File: src/rtl/mem_boot_loader.sv
// mem_boot_loader: boot programmer that streams byte segments into NUM_CH
// memory channels in order, then hands the memory ports to the CPU, waits a
// cool-off interval and releases CPU reset. Supports reload from RUN/ERROR.
//
// Optional feature macro: BOOT_LOADER_CHECKSUM_EN
//   When defined, the s_last word of every segment is a checksum (two's
//   complement negation of the payload sum) and is not written; a mismatch
//   parks the loader in ERROR with the CPU held in reset until reload.
module mem_boot_loader #(
    parameter int ADDR_W      = 12,
    parameter int DATA_W      = 8,
    parameter int NUM_CH      = 2,
    parameter int COOL_CYCLES = 32
) (
    input  logic                       clk,
    input  logic                       reset,
    input  logic                       start,
    input  logic                       reload,
    input  logic [DATA_W-1:0]          s_data,
    input  logic                       s_valid,
    input  logic                       s_last,
    output logic                       s_ready,
    input  logic [NUM_CH*ADDR_W-1:0]   cpu_m_addr,
    input  logic [NUM_CH*DATA_W-1:0]   cpu_m_wdata,
    input  logic [NUM_CH-1:0]          cpu_m_wr,
    input  logic [NUM_CH-1:0]          cpu_m_rd,
    input  logic [NUM_CH-1:0]          cpu_m_en,
    output logic [NUM_CH*ADDR_W-1:0]   m_addr,
    output logic [NUM_CH*DATA_W-1:0]   m_wdata,
    output logic [NUM_CH-1:0]          m_wr,
    output logic [NUM_CH-1:0]          m_rd,
    output logic [NUM_CH-1:0]          m_en,
    output logic                       cpu_rst,
    output logic                       done,
    output logic                       err
);

`ifdef BOOT_LOADER_CHECKSUM_EN
    localparam bit CHECKSUM_EN = 1'b1;
`else
    localparam bit CHECKSUM_EN = 1'b0;
`endif

    localparam int CH_W  = (NUM_CH > 1) ? $clog2(NUM_CH) : 1;
    localparam int CNT_W = $clog2(COOL_CYCLES + 1) + 1;

    typedef enum logic [2:0] {
        IDLE,
        LOAD,
        COOL,
        RUN,
        ERROR
    } state_t;

    state_t              state;
    logic [CH_W-1:0]     ch;
    logic [ADDR_W-1:0]   addr_cnt;
    logic                addr_sat;
    logic [CNT_W-1:0]    cool_cnt;
    logic [DATA_W-1:0]   sum;
    logic                port_cpu;

    logic                wr_pend;
    logic [CH_W-1:0]     wr_ch;
    logic [ADDR_W-1:0]   wr_addr;
    logic [DATA_W-1:0]   wr_data;

    logic                accept;
    logic                do_write;
    logic [DATA_W-1:0]   chk_total;
    logic                chk_ok;

    // s_ready is a pure decode of the LOAD state, so accept never loops back
    assign accept    = s_valid && s_ready;
    assign chk_total = sum + s_data;
    assign chk_ok    = (chk_total == '0);

    // A saturated counter discards further payload; the closing word always
    // lands at the held address unless it is a checksum.
    assign do_write = accept && (s_last ? !CHECKSUM_EN : !addr_sat);

    // Control FSM: sequencing, counters and registered status outputs
    always_ff @(posedge clk or posedge reset) begin
        if (reset) begin
            state    <= IDLE;
            ch       <= '0;
            addr_cnt <= '0;
            addr_sat <= 1'b0;
            cool_cnt <= '0;
            sum      <= '0;
            port_cpu <= 1'b0;
            s_ready  <= 1'b0;
            cpu_rst  <= 1'b1;
            done     <= 1'b0;
            err      <= 1'b0;
        end else begin
            case (state)
                IDLE: begin
                    if (start) begin
                        state    <= LOAD;
                        s_ready  <= 1'b1;
                        ch       <= '0;
                        addr_cnt <= '0;
                        addr_sat <= 1'b0;
                        sum      <= '0;
                        port_cpu <= 1'b0;
                    end
                end
                LOAD: begin
                    if (accept) begin
                        if (s_last) begin
                            if (CHECKSUM_EN && !chk_ok) begin
                                state    <= ERROR;
                                s_ready  <= 1'b0;
                                err      <= 1'b1;
                                port_cpu <= 1'b1;
                            end else begin
                                addr_cnt <= '0;
                                addr_sat <= 1'b0;
                                sum      <= '0;
                                if (ch == CH_W'(NUM_CH - 1)) begin
                                    state    <= COOL;
                                    s_ready  <= 1'b0;
                                    cool_cnt <= '0;
                                end else begin
                                    ch <= ch + 1'b1;
                                end
                            end
                        end else begin
                            sum <= sum + s_data;
                            if (addr_sat) begin
                                err <= 1'b1;
                            end else if (addr_cnt == '1) begin
                                addr_sat <= 1'b1;
                            end else begin
                                addr_cnt <= addr_cnt + 1'b1;
                            end
                        end
                    end
                end
                COOL: begin
                    // First COOL cycle still carries the final write; the
                    // CPU gets the ports from the second cycle on.
                    port_cpu <= 1'b1;
                    if (cool_cnt == CNT_W'(COOL_CYCLES)) begin
                        state   <= RUN;
                        cpu_rst <= 1'b0;
                        done    <= 1'b1;
                    end else begin
                        cool_cnt <= cool_cnt + 1'b1;
                    end
                end
                RUN, ERROR: begin
                    if (reload) begin
                        state    <= LOAD;
                        s_ready  <= 1'b1;
                        cpu_rst  <= 1'b1;
                        done     <= 1'b0;
                        err      <= 1'b0;
                        ch       <= '0;
                        addr_cnt <= '0;
                        addr_sat <= 1'b0;
                        sum      <= '0;
                        port_cpu <= 1'b0;
                    end
                end
                default: begin
                    state <= IDLE;
                end
            endcase
        end
    end

    // Write stage: one-cycle registered memory write for each accepted word
    always_ff @(posedge clk or posedge reset) begin
        if (reset) begin
            wr_pend <= 1'b0;
            wr_ch   <= '0;
            wr_addr <= '0;
            wr_data <= '0;
        end else begin
            wr_pend <= do_write;
            if (do_write) begin
                wr_ch   <= ch;
                wr_addr <= addr_cnt;
                wr_data <= s_data;
            end
        end
    end

    // Port mux: loader owns every channel until the CPU takes over
    for (genvar k = 0; k < NUM_CH; k++) begin : g_port
        logic hit;
        assign hit = wr_pend && (wr_ch == CH_W'(k));
        assign m_addr[k*ADDR_W +: ADDR_W]  = port_cpu ? cpu_m_addr[k*ADDR_W +: ADDR_W]
                                                      : wr_addr;
        assign m_wdata[k*DATA_W +: DATA_W] = port_cpu ? cpu_m_wdata[k*DATA_W +: DATA_W]
                                                      : wr_data;
        assign m_en[k] = port_cpu ? cpu_m_en[k] : hit;
        assign m_wr[k] = port_cpu ? cpu_m_wr[k] : hit;
        assign m_rd[k] = port_cpu ? cpu_m_rd[k] : 1'b0;
    end

endmodule

File: config.mk
export PLATFORM = sky130hd
export DESIGN_NAME = mem_boot_loader
export DESIGN_NICKNAME = d
export VERILOG_FILES = /design/src/rtl/mem_boot_loader.sv
export SDC_FILE = /design/constraint.sdc
export NUM_CORES = 1
export LEC_CHECK = 0
export ABC_AREA = 0
export BUFFER_PORTS_ARGS = -buffer_cell sky130_fd_sc_hd__buf_2
export CORE_MARGIN = 10
export CORE_UTILIZATION = 45
export DETAILED_ROUTE_END_ITERATION = 12
export GPL_TIMING_DRIVEN = 1
export PLACE_DENSITY_LB_ADDON = 0.05
export SLEW_MARGIN = 15
export SYNTH_ARGS = -nofsm -noshare
export SYNTH_HDL_FRONTEND = slang
export SYNTH_SLANG_ARGS = --single-unit
export TNS_END_PERCENT = 30
File: constraint.sdc
create_clock -name clk -period 2.4 [get_ports clk]
set_clock_uncertainty 0.05 [all_clocks]
set_input_delay 0.12 -clock clk [delete_from_list [all_inputs] [get_ports clk]]
set_output_delay 0.12 -clock clk [all_outputs]
set_load 0.02 [all_outputs]
# Yosys cells after proc, flatten, opt, wreduce, memory -nomap -nowiden
# Cells that the tools add are included.
dict set report word_totals {
  reg_bits 51
  latchBits 0
  mem_bits_rw 0
  romBits 0
  input_bits 60
  out_inout_bits 50
  elab_cells 112
  memories 0
}
dict set report classes {
  addsub 3
  n_mul 0
  div 0
  magnitude_cmp 0
  eq_ne 17
  shift 0
  muxes 56
  bitwise_logic 1
  reduce_logical 21
}
# cell count
set op_table {}
lappend op_table {{12-bit two-way mux} 8}
lappend op_table {{12-bit case mux with 3 select lines} 1}
lappend op_table {{7-bit two-way mux} 4}
lappend op_table {{1-bit two-way mux} 26}
lappend op_table {{3-bit two-way mux} 6}
lappend op_table {{2-bit != test, second input constant} 9}
lappend op_table {{6-bit AND reduction} 3}
lappend op_table {{8-bit two-way mux} 2}
lappend op_table {{5-bit AND reduction} 3}
lappend op_table {{7-bit case mux with 2 select lines} 1}
lappend op_table {{12-bit by 1-bit adder with 12-bit output, second input constant} 1}
lappend op_table {{12-bit equality test, second input constant} 1}
lappend op_table {{1-bit case mux with 3 select lines} 4}
lappend op_table {{3-bit case mux with 4 select lines} 1}
lappend op_table {{7-bit by 1-bit adder with 7-bit output, second input constant} 1}
lappend op_table {{7-bit by 6-bit equality test with 1-bit output, second input constant} 1}
lappend op_table {{3-bit by 2-bit equality test with 1-bit output, second input constant} 2}
lappend op_table {{3-bit != test, second input constant} 2}
lappend op_table {{1-bit case mux with 2 select lines} 3}
lappend op_table {{3-bit AND reduction} 2}
lappend op_table {{2-bit nonzero test} 3}
lappend op_table {{3-bit nonzero test} 2}
lappend op_table {{1-bit logical AND} 4}
lappend op_table {{4-bit AND reduction} 1}
lappend op_table {{7 further kinds} 7}

# Depth between registers and ports, before layout
dict set report depth {
  ltp_word 6
  depth_mapped 8
  ltp_nobuf 7
}

# Worst setup path after synthesis
# Ideal clock, no wire load.
dict set report synth_timing {
  path_type {register -> register}
  startpoint {register state[0]}
  endpoint {register addr_cnt[7]}
  setup_time_ns 0.080
  arrival_time_ns 2.306
  required_ns 2.270
  path_slack_ns -0.036
  stages_incl_launch_ff 9
  n_path_buf 1
  synth_period_minus_slack_ns 2.436
  cell_sequence {dfrtp_1 -> inv_1 -> ha_1 -> nor2b_1 -> a2111o_1 -> buf_6 -> or4b_4 -> or3_1 -> a21oi_1}
}
dict set report synth_via {
  elab_chain_cells 4
  elab_cells_between_ends 13
  cone_classes {eq/ne: 8; mux: 1; reduce/logical: 4}
}
# element line
set synth_rtl {}
lappend synth_rtl {{start: declaration} 55} ;# state_t state;
lappend synth_rtl {{start signal: assignment} 85} ;# state <= IDLE;
lappend synth_rtl {{start signal: assignment} 100} ;# state <= LOAD;
lappend synth_rtl {{start signal: assignment} 113} ;# state <= ERROR;
lappend synth_rtl {{3-bit by 2-bit equality test with 1-bit output / 3-bit equality test (equally long branches)} 97} ;# case (state)
lappend synth_rtl {{2-bit OR reduction} 97}
lappend synth_rtl {{2-bit != test (no source line) / 3-bit nonzero test (equally long branches)} --}
lappend synth_rtl {{6-bit AND reduction (no source line)} --}
lappend synth_rtl {{end signal: assignment} 136} ;# addr_cnt <= addr_cnt + 1'b1;
lappend synth_rtl {{end: declaration} 57} ;# logic [ADDR_W-1:0] addr_cnt;
# Parallel ways exist; a longest one is shown, timed or not.
# A chain may end at the register's enable or synchronous reset.

# Final worst setup path
dict set report layout_timing {
  startpoint {register state[1]}
  endpoint {register addr_cnt[7]}
}
# The elaborated chain is that of the path after synthesis.

==> results.txt <==
The tools report the placed wire-length estimate after detailed placement as 6190 µm. For the synthesized netlist net count, the log shows 414. The tools report the endpoint type of the worst setup path as a register. The total CTS buffers came out at 5. STA classifies the critical path startpoint as a register. The flow ran to the end, but the final reports show violations. The run gives 0.607 as the fraction of the core area covered by cells at the end of the flow.

The portion of the clock cycle consumed by the worst path in the final layout was 0.991. The run gives 2611 as the via count of the first global-routing pass. The buffer and inverter count on the worst path is 1, and the number of cells in the finished layout apart from fillers is 543. CTS built an H-tree with a depth of 2. The fraction of synthesized cell area taken by the top area cell type is 0.415, and the total routing resource utilization after global routing is 0.150. The number of pins with negative max-slew slack in the final report is 0.

The logs give 0.380 for the relative max-transition margin and 345 for the number of instances in the synthesized netlist. The last weighted congestion value of the routability-driven placer came out at 0.841. The logs give 0 for the DRC violation count after routing and 0.424 for the share of synthesized area occupied by flip-flops and latches. Detailed routing placed a total of 3590 µm of wire on met2.

Using the TritonRoute via totals, the vias-per-cell ratio works out to 5.21. The tools report the number of hold violations in the final report as 43. The logs give 43 for the number of distinct library cells after synthesis and 2960 µm² for the cell area after synthesis.

The chip width is 101 µm, and the max-capacitance violation count is 0. The checks that failed: negative hold slack. The TritonCTS sink count was 50; the flip-flop and latch count after synthesis was 50. The tools report the count of endpoints failing setup in the final report as 0. Among all stages on the critical path, the largest delay is contributed by or4b_4.

The run gives 0.148 as the portion of total power attributed to the clock network. The number of warnings printed during yosys synthesis is 0, and the tightest hold margin is -33.5 ps. For the post-route met1 wirelength, the log shows 3620 µm.

The top cell type by total area after synthesis is dfrtp_1. The number of antenna diodes in the final layout is 0. The logs give 0 ps for the total negative slack for setup checks and 8150 µm for the total wire length after detailed routing.

Worst path required time: 2580 ps. The share of layout cells above drive strength 1 is 0.365. The power density over cell area was 1020 nW/µm²; the area added between synthesis and finish was 30.3%.

Sorting the synthesized cells by area gives the leading types as dfrtp_1, nand2_1, mux2_2. The largest stage delay on the critical path was 550 ps; the detailed router's first-iteration violation count was 105. The kind of critical path was register to register.

The first TritonRoute pass finished after 4 iterations. The internal power contribution is 2.19 mW. The run gives 1.73 mW as the net switching power. Setup repair after global routing could not meet its margin everywhere. Clock latency on the worst-skew pair, taken at its later pin, is 300 ps.

The die covers 10200 µm². In this run, placement finished with an instance count of 526. Port buffering added 109 buffers. The number of antenna-violating nets in the routed design was 0. The floorplan has 29 rows. 110 I/O pins were placed. The tools report the part of the power in registers as 0.317.

The proportion of total power due to net switching came out at 0.441. For the final net count, the log shows 534. The tree is rooted in a clkbuf_8.

The combinational share of power is 0.534, and the worst vdd rail ir drop is 750 µV. The routed via count is 2827, and the CTS clock-pin slew for the worst setup and hold paths is 90 ps. The highest clock rate was 421 MHz. The critical path goes through buf_4 -> ha_1 -> a2111o_1 -> or4b_4 -> or3_4 -> a21oi_2. After detailed routing, the average wire length per cell comes to 15.0 µm. The tools report the pin count of the biggest net entering global routing as 46. The family with the most delay on the worst path was simple AND/OR/NAND/NOR gates.

For the leakage power, the log shows 2.05 nW. For the placeable core area, the log shows 6350 µm². The path class of the tightest hold or removal check is input pin to asynchronous set/reset pin.

The effective utilization at floorplan was 0.466; the largest fanout on the critical path was 5. For this run the aggregate overflow at the end of global routing stands at 0. The arrival time of data at the critical path endpoint was 2560 ps; the mean instance size in the synthesized netlist was 8.57 µm².

From bottom edge to top edge, the die measures 101 µm. The tools report the met3 wire length as 890 µm. Maximum number of buffers from clock root to sink: 2.

TritonCTS built the clock tree. The worst path needs 2380 ps of the cycle, external delays included. The first global-routing pass estimated 12900 µm of wire. The initial antenna violation count came out at 0. At the pin with the least slew margin, the transition time is 929 ps. The top layer reached by signal wires is met4.
[what timing repair did]
item	in CTS	in global routing
endpoints found under the setup margin	0	3
endpoints found under the hold margin	6	1
buffers inserted	0	2
hold buffers	6	1
gates resized for setup	0	9
[cell families (layout without fill, tap and decap cells)]
| kind of cell | count (synthesis) | after routing | share of synthesized area |
|---|---|---|---|
| mux | 24 | 24 | 0.0910 |
| flops | 50 | 50 | 0.424 |
| xor+xnor | 4 | 4 | 0.0118 |
| fa+ha+maj | 9 | 9 | 0.0381 |
| buf+inv | 24 | 145 | 0.0330 |
| simple gates | 189 | 189 | 0.306 |
| compound gates | 45 | 45 | 0.0969 |
[flip-flops by register name (all words and copies together), names as in the netlist, 2 cells and up]
signal	cells
wr_addr	12
wr_data	8
cool_cnt	7
state	2
addr_cnt	12
[path summary, 6_finish.rpt]
check	startpoint	end	slack [ps]	cells past startpoint
hold / removal	reset	wr_data[1]	-30	2
max in group asynchronous	reset	wr_addr[1]	1680	3
hold reg to reg	wr_data[2]	wr_data[2]	460	1
setup / recovery	state[1]	addr_cnt[7]	20	6
min in group clk	s_data[6]	wr_data[6]	10	2
setup reg to reg	state[1]	addr_cnt[7]	20	6
[power groups by stage]
stage	registers, mW	logic [mW]	clock network, mW
after CTS	1.23	2.07	0.602
after global placement	1.23	2.05	0
after detailed placement	1.24	2.06	0
after floorplan	1.18	1.43	0
final	1.24	2.10	0.582
after global routing	1.27	2.31	0.633
[layout make-up]
| type | count | area, µm² |
|---|---|---|
| Timing Repair Buffer | 129 | 713 |
| Tap cell | 77 | 96.3 |
| Fill cell | 562 | 2500 |
| Inverter | 8 | 30.0 |
| Multi-Input combinational cell | 271 | 1650 |
| Clock inverter | 2 | 37.5 |
| Clock buffer | 6 | 72.6 |
| Sequential cell | 50 | 1260 |
[cell usage after synthesis (all sizes together)]
| master | instances |
|---|---|
| nand2 | 106 |
| dfrtp | 49 |
| mux2 | 23 |
| nand2b | 22 |
| o21ai | 18 |
| clkbuf | 15 |
| nand3 | 12 |
| nor2 | 12 |
| ha | 9 |
| a21oi | 8 |
| inv | 8 |
| and2 | 5 |
| nand4 | 5 |
| nor4 | 5 |
| a21o | 4 |
| nor2b | 4 |
| nor3 | 4 |
| xnor2 | 4 |
| a22o | 3 |
| nand3b | 3 |
| or3 | 3 |
| and4 | 2 |
| nor4b | 2 |
| o2bb2ai | 2 |
| o31ai | 2 |
| or4b | 2 |
| a2111o | 1 |
| a21boi | 1 |
| a22oi | 1 |
| a41o | 1 |
| and3b | 1 |
| buf | 1 |
| dfstp | 1 |
| mux2i | 1 |
| nor3b | 1 |
| o211ai | 1 |
| o22a | 1 |
| o22ai | 1 |
| o311ai | 1 |
[cell usage in the layout, fill, tap and decap left out, drive strengths merged, types with 3 or more instances in the layout]
master and instances:
nand2b 22, inv 8, nor4 5, nor2 12, a21o 4, a22o 3
a21oi 8, nand2 106, mux2 23, ha 9, xnor2 4, buf 122
nor2b 4, or3 3, o21ai 18, and2 5, clkbuf 6, nand3b 3
nand4 5, nor3 4, nand3 12, dlygate4sd3 7, dfrtp 49
[layer usage]
metal | up-vias | global-route usage
met5 | - | 0
met4 | 0 | 0.0397
met3 | 5 | 0.0480
met2 | 105 | 0.244
met1 | 1299 | 0.186
li1 | 1418 | -
[through the flow]
step	setup slack [ps]	power (mW)	cell area [µm²]
5_1_grt	-47.5	4.22	3850
3_5_place_dp	86.2	3.30	3620
4_1_cts	63.9	3.90	3790
6_report	22.4	3.92	3850
2_1_floorplan	29.6	2.61	2960
3_3_place_gp	117	3.28	3620
[worst reg2reg max path: stages (launching register included)]
cell	delay [ps]
dfrtp_2	470
buf_4	150
ha_1	180
a2111o_1	400
or4b_4	550
or3_4	380
a21oi_2	130
(Power assumes the default switching activity.)
